<file path="src/rtl/pipe_ctrl_pkg.sv">
//==============================================================================
// Module      : pipe_ctrl_pkg
// Description : Shared constants for the pipeline sequencing controller:
//               register address width, FSM state encodings, link register.
// Revision    : 1.0 - initial release
//==============================================================================
`default_nettype none

package pipe_ctrl_pkg;

    localparam int REGAW = 4;
    localparam int NREGS = 16;
    localparam int CNTW  = 2;

    localparam logic [REGAW-1:0] LR_IDX = 4'd14;
    localparam logic [REGAW-1:0] PC_IDX = 4'd15;

    localparam logic [1:0] PC_RUN = 2'd0;
    localparam logic [1:0] PC_BR1 = 2'd1;
    localparam logic [1:0] PC_BR2 = 2'd2;

    // The counter holds the cycles still to wait after the issue cycle itself,
    // so a consumer in cycle issue+WB_LAT sees the register as free.
    function automatic logic [CNTW-1:0] wb_cnt_init(input int lat);
        return CNTW'(lat - 1);
    endfunction

endpackage

`default_nettype wire

</file>
<file path="src/rtl/pipe_ctrl_reg_scoreboard.sv">
//==============================================================================
// Module      : reg_scoreboard
// Description : Per-register write-back countdowns plus outstanding-load
//               tracking; busy lookups for three read ports and r14.
// Revision    : 1.0 - initial release
//==============================================================================
`default_nettype none

module reg_scoreboard
    import pipe_ctrl_pkg::*;
#(
    parameter int WB_LAT = 2
) (
    input  logic             clk,
    input  logic             rst,
    input  logic [REGAW-1:0] rd_a,
    input  logic [REGAW-1:0] rd_b,
    input  logic [REGAW-1:0] rd_c,
    input  logic             alu_set,
    input  logic [REGAW-1:0] alu_rd,
    input  logic             lr_set,
    input  logic             ld_issue,
    input  logic [REGAW-1:0] ld_rd_in,
    input  logic             mem_ready,
    output logic             busy_a,
    output logic             busy_b,
    output logic             busy_c,
    output logic             busy_lr,
    output logic             ld_pend
);

    localparam logic [CNTW-1:0] c_cnt_init = wb_cnt_init(WB_LAT);

    logic             r_ld_pend;
    logic [REGAW-1:0] r_ld_rd;
    logic [NREGS-1:0] w_reg_busy;

    // A new load can only issue while none is pending, so set and clear
    // never collide.
    always_ff @(posedge clk or posedge rst) begin
        if (rst) begin
            r_ld_pend <= 1'b0;
            r_ld_rd   <= '0;
        end else if (ld_issue) begin
            r_ld_pend <= 1'b1;
            r_ld_rd   <= ld_rd_in;
        end else if (mem_ready && r_ld_pend) begin
            r_ld_pend <= 1'b0;
        end
    end

    for (genvar gi = 0; gi < NREGS; gi++) begin : g_reg
        if (REGAW'(gi) == PC_IDX) begin : g_pc
            assign w_reg_busy[gi] = 1'b0;
        end else begin : g_gpr
            logic [CNTW-1:0] r_cnt;
            logic            w_set;

            assign w_set = (alu_set && (alu_rd == REGAW'(gi))) ||
                           (lr_set  && (REGAW'(gi) == LR_IDX));

            always_ff @(posedge clk or posedge rst) begin
                if (rst) begin
                    r_cnt <= '0;
                end else if (w_set) begin
                    r_cnt <= c_cnt_init;
                end else if (r_cnt != '0) begin
                    r_cnt <= r_cnt - 1'b1;
                end
            end

            assign w_reg_busy[gi] = (r_cnt != '0) ||
                                    (r_ld_pend && (r_ld_rd == REGAW'(gi)));
        end
    end

    assign busy_a  = w_reg_busy[rd_a];
    assign busy_b  = w_reg_busy[rd_b];
    assign busy_c  = w_reg_busy[rd_c];
    assign busy_lr = w_reg_busy[LR_IDX];
    assign ld_pend = r_ld_pend;

endmodule

`default_nettype wire

</file>
<file path="src/rtl/pipe_ctrl.sv">
//==============================================================================
// Module      : pipe_ctrl
// Description : Decode-stage issue/stall/kill controller with register
//               scoreboard and branch-shadow FSM. Option macro: PIPE_FWD_EN
//               (ALU results forwarded; only load hazards stall).
// Revision    : 1.0 - initial release
//==============================================================================
`default_nettype none

module pipe_ctrl
    import pipe_ctrl_pkg::*;
#(
    parameter int WB_LAT = 2
) (
    input  logic             clk,
    input  logic             rst,
    input  logic             id_valid,
    input  logic [REGAW-1:0] id_rn,
    input  logic [REGAW-1:0] id_rm,
    input  logic [REGAW-1:0] id_rd,
    input  logic             id_uses_rn,
    input  logic             id_uses_rm,
    input  logic             id_reg_we,
    input  logic             id_is_load,
    input  logic             id_ib,
    input  logic             id_bl,
    input  logic             mem_ready,
    output logic             pc_we,
    output logic             ifid_we,
    output logic             idex_bubble,
    output logic             ispb,
    output logic             stall
);

    logic [1:0] r_state;
    logic [1:0] w_state_nxt;

    logic w_busy_rn;
    logic w_busy_rm;
    logic w_busy_rd;
    logic w_busy_lr;
    logic w_ld_pend;
    logic w_hazard;
    logic w_issue;
    logic w_alu_set;
    logic w_lr_set;
    logic w_ld_issue;

    assign w_hazard = id_valid && ((id_uses_rn && w_busy_rn) ||
                                   (id_uses_rm && w_busy_rm) ||
                                   (id_reg_we  && w_busy_rd) ||
                                   (id_bl      && w_busy_lr) ||
                                   (id_is_load && w_ld_pend));

    assign w_issue    = (r_state == PC_RUN) && id_valid && !w_hazard;
    assign w_ld_issue = w_issue && id_is_load;

`ifdef PIPE_FWD_EN
    assign w_alu_set = 1'b0;
    assign w_lr_set  = 1'b0;
`else
    assign w_alu_set = w_issue && id_reg_we && !id_is_load;
    assign w_lr_set  = w_issue && id_bl;
`endif

    reg_scoreboard #(
        .WB_LAT    (WB_LAT)
    ) u_sb (
        .clk       (clk),
        .rst       (rst),
        .rd_a      (id_rn),
        .rd_b      (id_rm),
        .rd_c      (id_rd),
        .alu_set   (w_alu_set),
        .alu_rd    (id_rd),
        .lr_set    (w_lr_set),
        .ld_issue  (w_ld_issue),
        .ld_rd_in  (id_rd),
        .mem_ready (mem_ready),
        .busy_a    (w_busy_rn),
        .busy_b    (w_busy_rm),
        .busy_c    (w_busy_rd),
        .busy_lr   (w_busy_lr),
        .ld_pend   (w_ld_pend)
    );

    always_ff @(posedge clk or posedge rst) begin
        if (rst) begin
            r_state <= PC_RUN;
        end else begin
            r_state <= w_state_nxt;
        end
    end

    // Branch shadow: the two fetched-behind instructions are killed while
    // fetch keeps running toward the target.
    always_comb begin
        w_state_nxt = r_state;
        pc_we       = 1'b1;
        ifid_we     = 1'b1;
        idex_bubble = 1'b1;
        ispb        = 1'b0;
        stall       = 1'b0;
        case (r_state)
            PC_RUN: begin
                stall       = w_hazard;
                pc_we       = !w_hazard;
                ifid_we     = !w_hazard;
                idex_bubble = !w_issue;
                if (w_issue && id_ib) begin
                    w_state_nxt = PC_BR1;
                end
            end
            PC_BR1: begin
                ispb        = 1'b1;
                w_state_nxt = PC_BR2;
            end
            PC_BR2: begin
                ispb        = 1'b1;
                w_state_nxt = PC_RUN;
            end
            default: begin
                w_state_nxt = PC_RUN;
            end
        endcase
    end

endmodule

`default_nettype wire

</file>
<file path="config.mk">
export PLATFORM = sky130hd
export DESIGN_NAME = pipe_ctrl
export DESIGN_NICKNAME = d
export VERILOG_FILES = /design/src/rtl/pipe_ctrl_pkg.sv /design/src/rtl/pipe_ctrl_reg_scoreboard.sv /design/src/rtl/pipe_ctrl.sv
export SDC_FILE = /design/constraint.sdc
export NUM_CORES = 1
export LEC_CHECK = 0
export BUFFER_PORTS_ARGS = -buffer_cell sky130_fd_sc_hd__buf_2
export CORE_UTILIZATION = 40
export CTS_CLUSTER_SIZE = 16
export DETAILED_ROUTE_END_ITERATION = 6
export HOLD_SLACK_MARGIN = 0.02
export MAX_ROUTING_LAYER = met4
export RECOVER_POWER = 25
export SLEW_MARGIN = 0
export SYNTH_ARGS = -nofsm -noshare
export SYNTH_HDL_FRONTEND = slang
export SYNTH_SLANG_ARGS = --single-unit
</file>
<file path="constraint.sdc">
create_clock -name clk -period 4.2 [get_ports clk]
set_clock_uncertainty 0.1 [all_clocks]
set_input_delay 0.84 -clock clk [delete_from_list [all_inputs] [get_ports clk]]
set_output_delay 0.84 -clock clk [all_outputs]
set_load 0.02 [all_outputs]
</file>
==> summary.txt <==
Run status
  – Status: finished, violations left
  – Failing checks: capacitance limit, slew limit

Die
  – Die width: 85.6 um
  – Initial core utilization: around two fifths
  – Ports: 27
  – Die area: about 7300 um^2
  – Core Area: between 6000 and 7000 um^2
  – Row cnt: 30
  – Chip height: between 80 and 90 um

Worst setup path
  – Slowest Stage Delay on Critical Path: ~540 ps
  – Worst path bufs/invs: 2
  – CP top delay family: compound AO/OA/AOI/OAI gates
  – Reg2Reg Depth: 8
  – Register-to-Register Setup Slack: around 1300 ps
  – Reg2reg end: u_sb.r_ld_rd[0]
  – FF-to-FF Start: u_sb.g_reg[9].g_gpr.r_cnt[1]
  – Worst path cell trace: or3b_2, o21ai_0, o2111ai_1, nand4_1, a32o_1, nor3_4, inv_2, buf_2
  – Peak fanout along the critical path: 16
  – CP max-delay cell: or3b_2
  – WP data arrival: 2850 ps
  – Crit end category: primary output
  – Crit path required time: 3260 ps
  – Worst setup SP type: flip-flop
  – Crit Path Class: reg2out

Route
  – 1st-iter DRT viols: 154
  – Vias: about 2500
  – Final wirelength: 6680 um
  – 1st-pass router iterations: 4
  – Routed vias/inst: between 5 and 6
  – Post-route ant nets: 0
  – DRC violations left: 0
  – WL per Instance: between 15 and 20 um

CTS
  – Clock-pin slew on the worst setup and hold paths: roughly 70 ps
  – Worst-case clock buffer depth: 2
  – Htree depth: 2
  – TritonCTS buffer count: 5
  – CTS tree: yes
  – Hold_buf cts: 0
  – Sink Count: 37
  – Worst-Skew Late Latency: 290 ps
  – Post-CTS Setup Bufs: 0
  – Root Buffer: clkbuf_8
  – Post_cts resized: 0

Global route
  – Met3 Use GR: between 2 and 3%
  – First-pass GRT wire length: approximately 11000 um
  – Most crowded layer after global routing: met2
  – Met2 usage: between 30% and 40%
  – Vias in the first global route: between 2000 and 2500
  – Congestion Overflow GR: 0
  – GRT met1 Usage: between 20% and 30%
  – Gr usage total: about a fifth
  – Antenna violations before repair: 0
  – Pin count of the biggest net entering global routing: 38

Flow run
  – Max Cap Violations: 1

Synthesis
  – Mean Syn Cell Area: around 8.4 um^2
  – Predominant post-synthesis flop cell: dfrtp_1
  – Syn nets: roughly 370
  – Largest cells by area after synthesis: dfrtp_1, ha_1, inv_1
  – #FFs+latches synth: 37
  – Post-synth EDFFs: 0
  – Biggest area consumer among synthesized cells: dfrtp_1
  – Syn Inst Count: ~330
  – Unique masters post-synth: between 50 and 60
  – Async set or reset register ratio after synthesis: 100%
  – Top-area cell type share of the netlist area: ~33%
  – Yosys warns: 0
  – Register area share after synthesis: between 30% and 40%
  – Netlist Area Pre-Place: 2800 um^2

STA
  – Period utilization: between 90% and 100%
  – Final Hold Fails: 0
  – Max Slew Vio Count: 38
  – Minimum clock period: around 3800 ps
  – Setup TNS: 0 ps
  – Setup-failing EPs final: 0
  – RSZ-0062 raised after global routing: no
  – F_max: around 0.26 GHz
  – Relative slew slack: -38.3%
  – Hold Slack: approximately 410 ps
  – Slew of the pin with the lowest slew margin: roughly 2100 ps

Min path
  – Worst Hold Launch: r_state[1]
  – Hold crit path type: reg2reg
  – Hold Path Sink: r_state[1]
  – Hold depth: 1

Layout
  – Ant diodes: 0
  – Net count, final: slightly below 400
  – Fill cells: slightly below 700
  – Area delta synth->final: 9.17%
  – Layout cells sized above 1: between 10 and 15%

Placement
  – Detailed Place HPWL: a little under 5000 um
  – Placer Congestion: 0.835
  – Port Buf Inserts: 26

Pwr
  – Lkg Pwr: about 1.4 nW
  – Maximum vdd ir drop: around 210 uV
  – Power Dens Cells: just under 700 nW/um^2
## sequential cells by signal, indices dropped and copies added (netlist names)
register / cells
u_sb.r_ld_rd: 4
u_sb.g.g_gpr.r_cnt: 30
r_state: 2
u_sb.ld_pend: 1
## cells in the mapped netlist (all sizes together) (2+ instances only)
master,n
clkbuf,4
nor2b,5
nand2b,2
o311ai,4
xor2,14
nor3,4
mux2,6
o22ai,5
a21oi,19
and2,2
xnor2,2
nand4,3
o2111ai,15
buf,11
nand4b,3
a21o,2
ha,18
or3b,2
nor2,26
o41ai,3
nand2,26
inv,47
o21ai,25
dfrtp,37
a31oi,14
or3,3
o211ai,11
and4b,4
## report_power, final
| part | switching [W] | total [W] | internal [W] |
|---|---|---|---|
| Combinational | 0.000675 | 0.00119 | 0.000518 |
| Clock | 0.000122 | 0.000240 | 0.000118 |
| Sequential | 0.000120 | 0.000673 | 0.000553 |
## worst max-delay path by stage
stage                               start          end  slack (ps)  cells past startpoint
after floorplan                  id_rm[1]  idex_bubble         760                      9
after global placement           id_rd[1]  idex_bubble         480                      8
after detailed placement         id_rd[1]  idex_bubble         430                      8
after CTS                 u_sb.r_ld_rd[3]  idex_bubble         400                      8
after global routing      u_sb.r_ld_rd[3]  idex_bubble         290                      8
final                     u_sb.r_ld_rd[3]  idex_bubble         410                      8
## per-layer routing
metal	part of all wire [%]	up-vias
met1	50	1171
met2	45	42
met5	0	-
met3	3.5	7
li1	-	1243
met4	1.2	0
## per-stage QoR
stage	setup WS (ps)	instance area, um^2	cells	util (%)	power [W]
floorplan	761	2800	332	-	0.00161
global placement	480	2980	428	44.1	0.00184
detailed placement	426	2980	428	44.1	0.00188
CTS	396	3060	436	45.2	0.00212
global route	291	3050	436	45.2	0.00233
finish	406	3050	436	45.2	0.00211
## logic make-up (layout without fill, tap and decap cells)
logic type,after synthesis,in the layout,share of synthesized area (%)
AOI/OAI and AO/OA,108,108,25.6
and+or+nand+nor,84,84,15.5
buffers and inverters,62,86,9.44
DFF,37,37,33.1
adders and majority gates,18,18,8.05
xor gates and xnor gates,16,16,5.01
muxes,7,7,3.31
## cell usage in the layout, fill, tap and decap left out, types with 3 or more instances in the layout
| master | n |
|---|---|
| o21ai_0 | 23 |
| mux2_4 | 4 |
| o211ai_1 | 11 |
| dfrtp_1 | 37 |
| o22ai_1 | 5 |
| a21oi_1 | 19 |
| xor2_1 | 14 |
| nand2_1 | 26 |
| ha_1 | 18 |
| buf_2 | 26 |
| o41ai_1 | 3 |
| nor2_1 | 26 |
| or3_1 | 3 |
| o311ai_0 | 3 |
| a31oi_1 | 14 |
| nand4b_1 | 3 |
| o2111ai_1 | 15 |
| clkbuf_1 | 4 |
| buf_4 | 4 |
| and4b_1 | 4 |
| nor2b_1 | 5 |
| nand4_1 | 3 |
| nor3_1 | 3 |
| clkbuf_8 | 5 |
| inv_1 | 46 |
## layout make-up
type	count	area [um^2]	area share, %
Multi-Input combinational cell	233	1610	52.6
Timing Repair Buffer	31	164	5.37
Sequential cell	37	926	30.3
Clock buffer	8	80.1	2.62
Inverter	47	176	5.78
Tap cell	80	100	3.28
No activity file was read; power rests on OpenSTA's default activity.
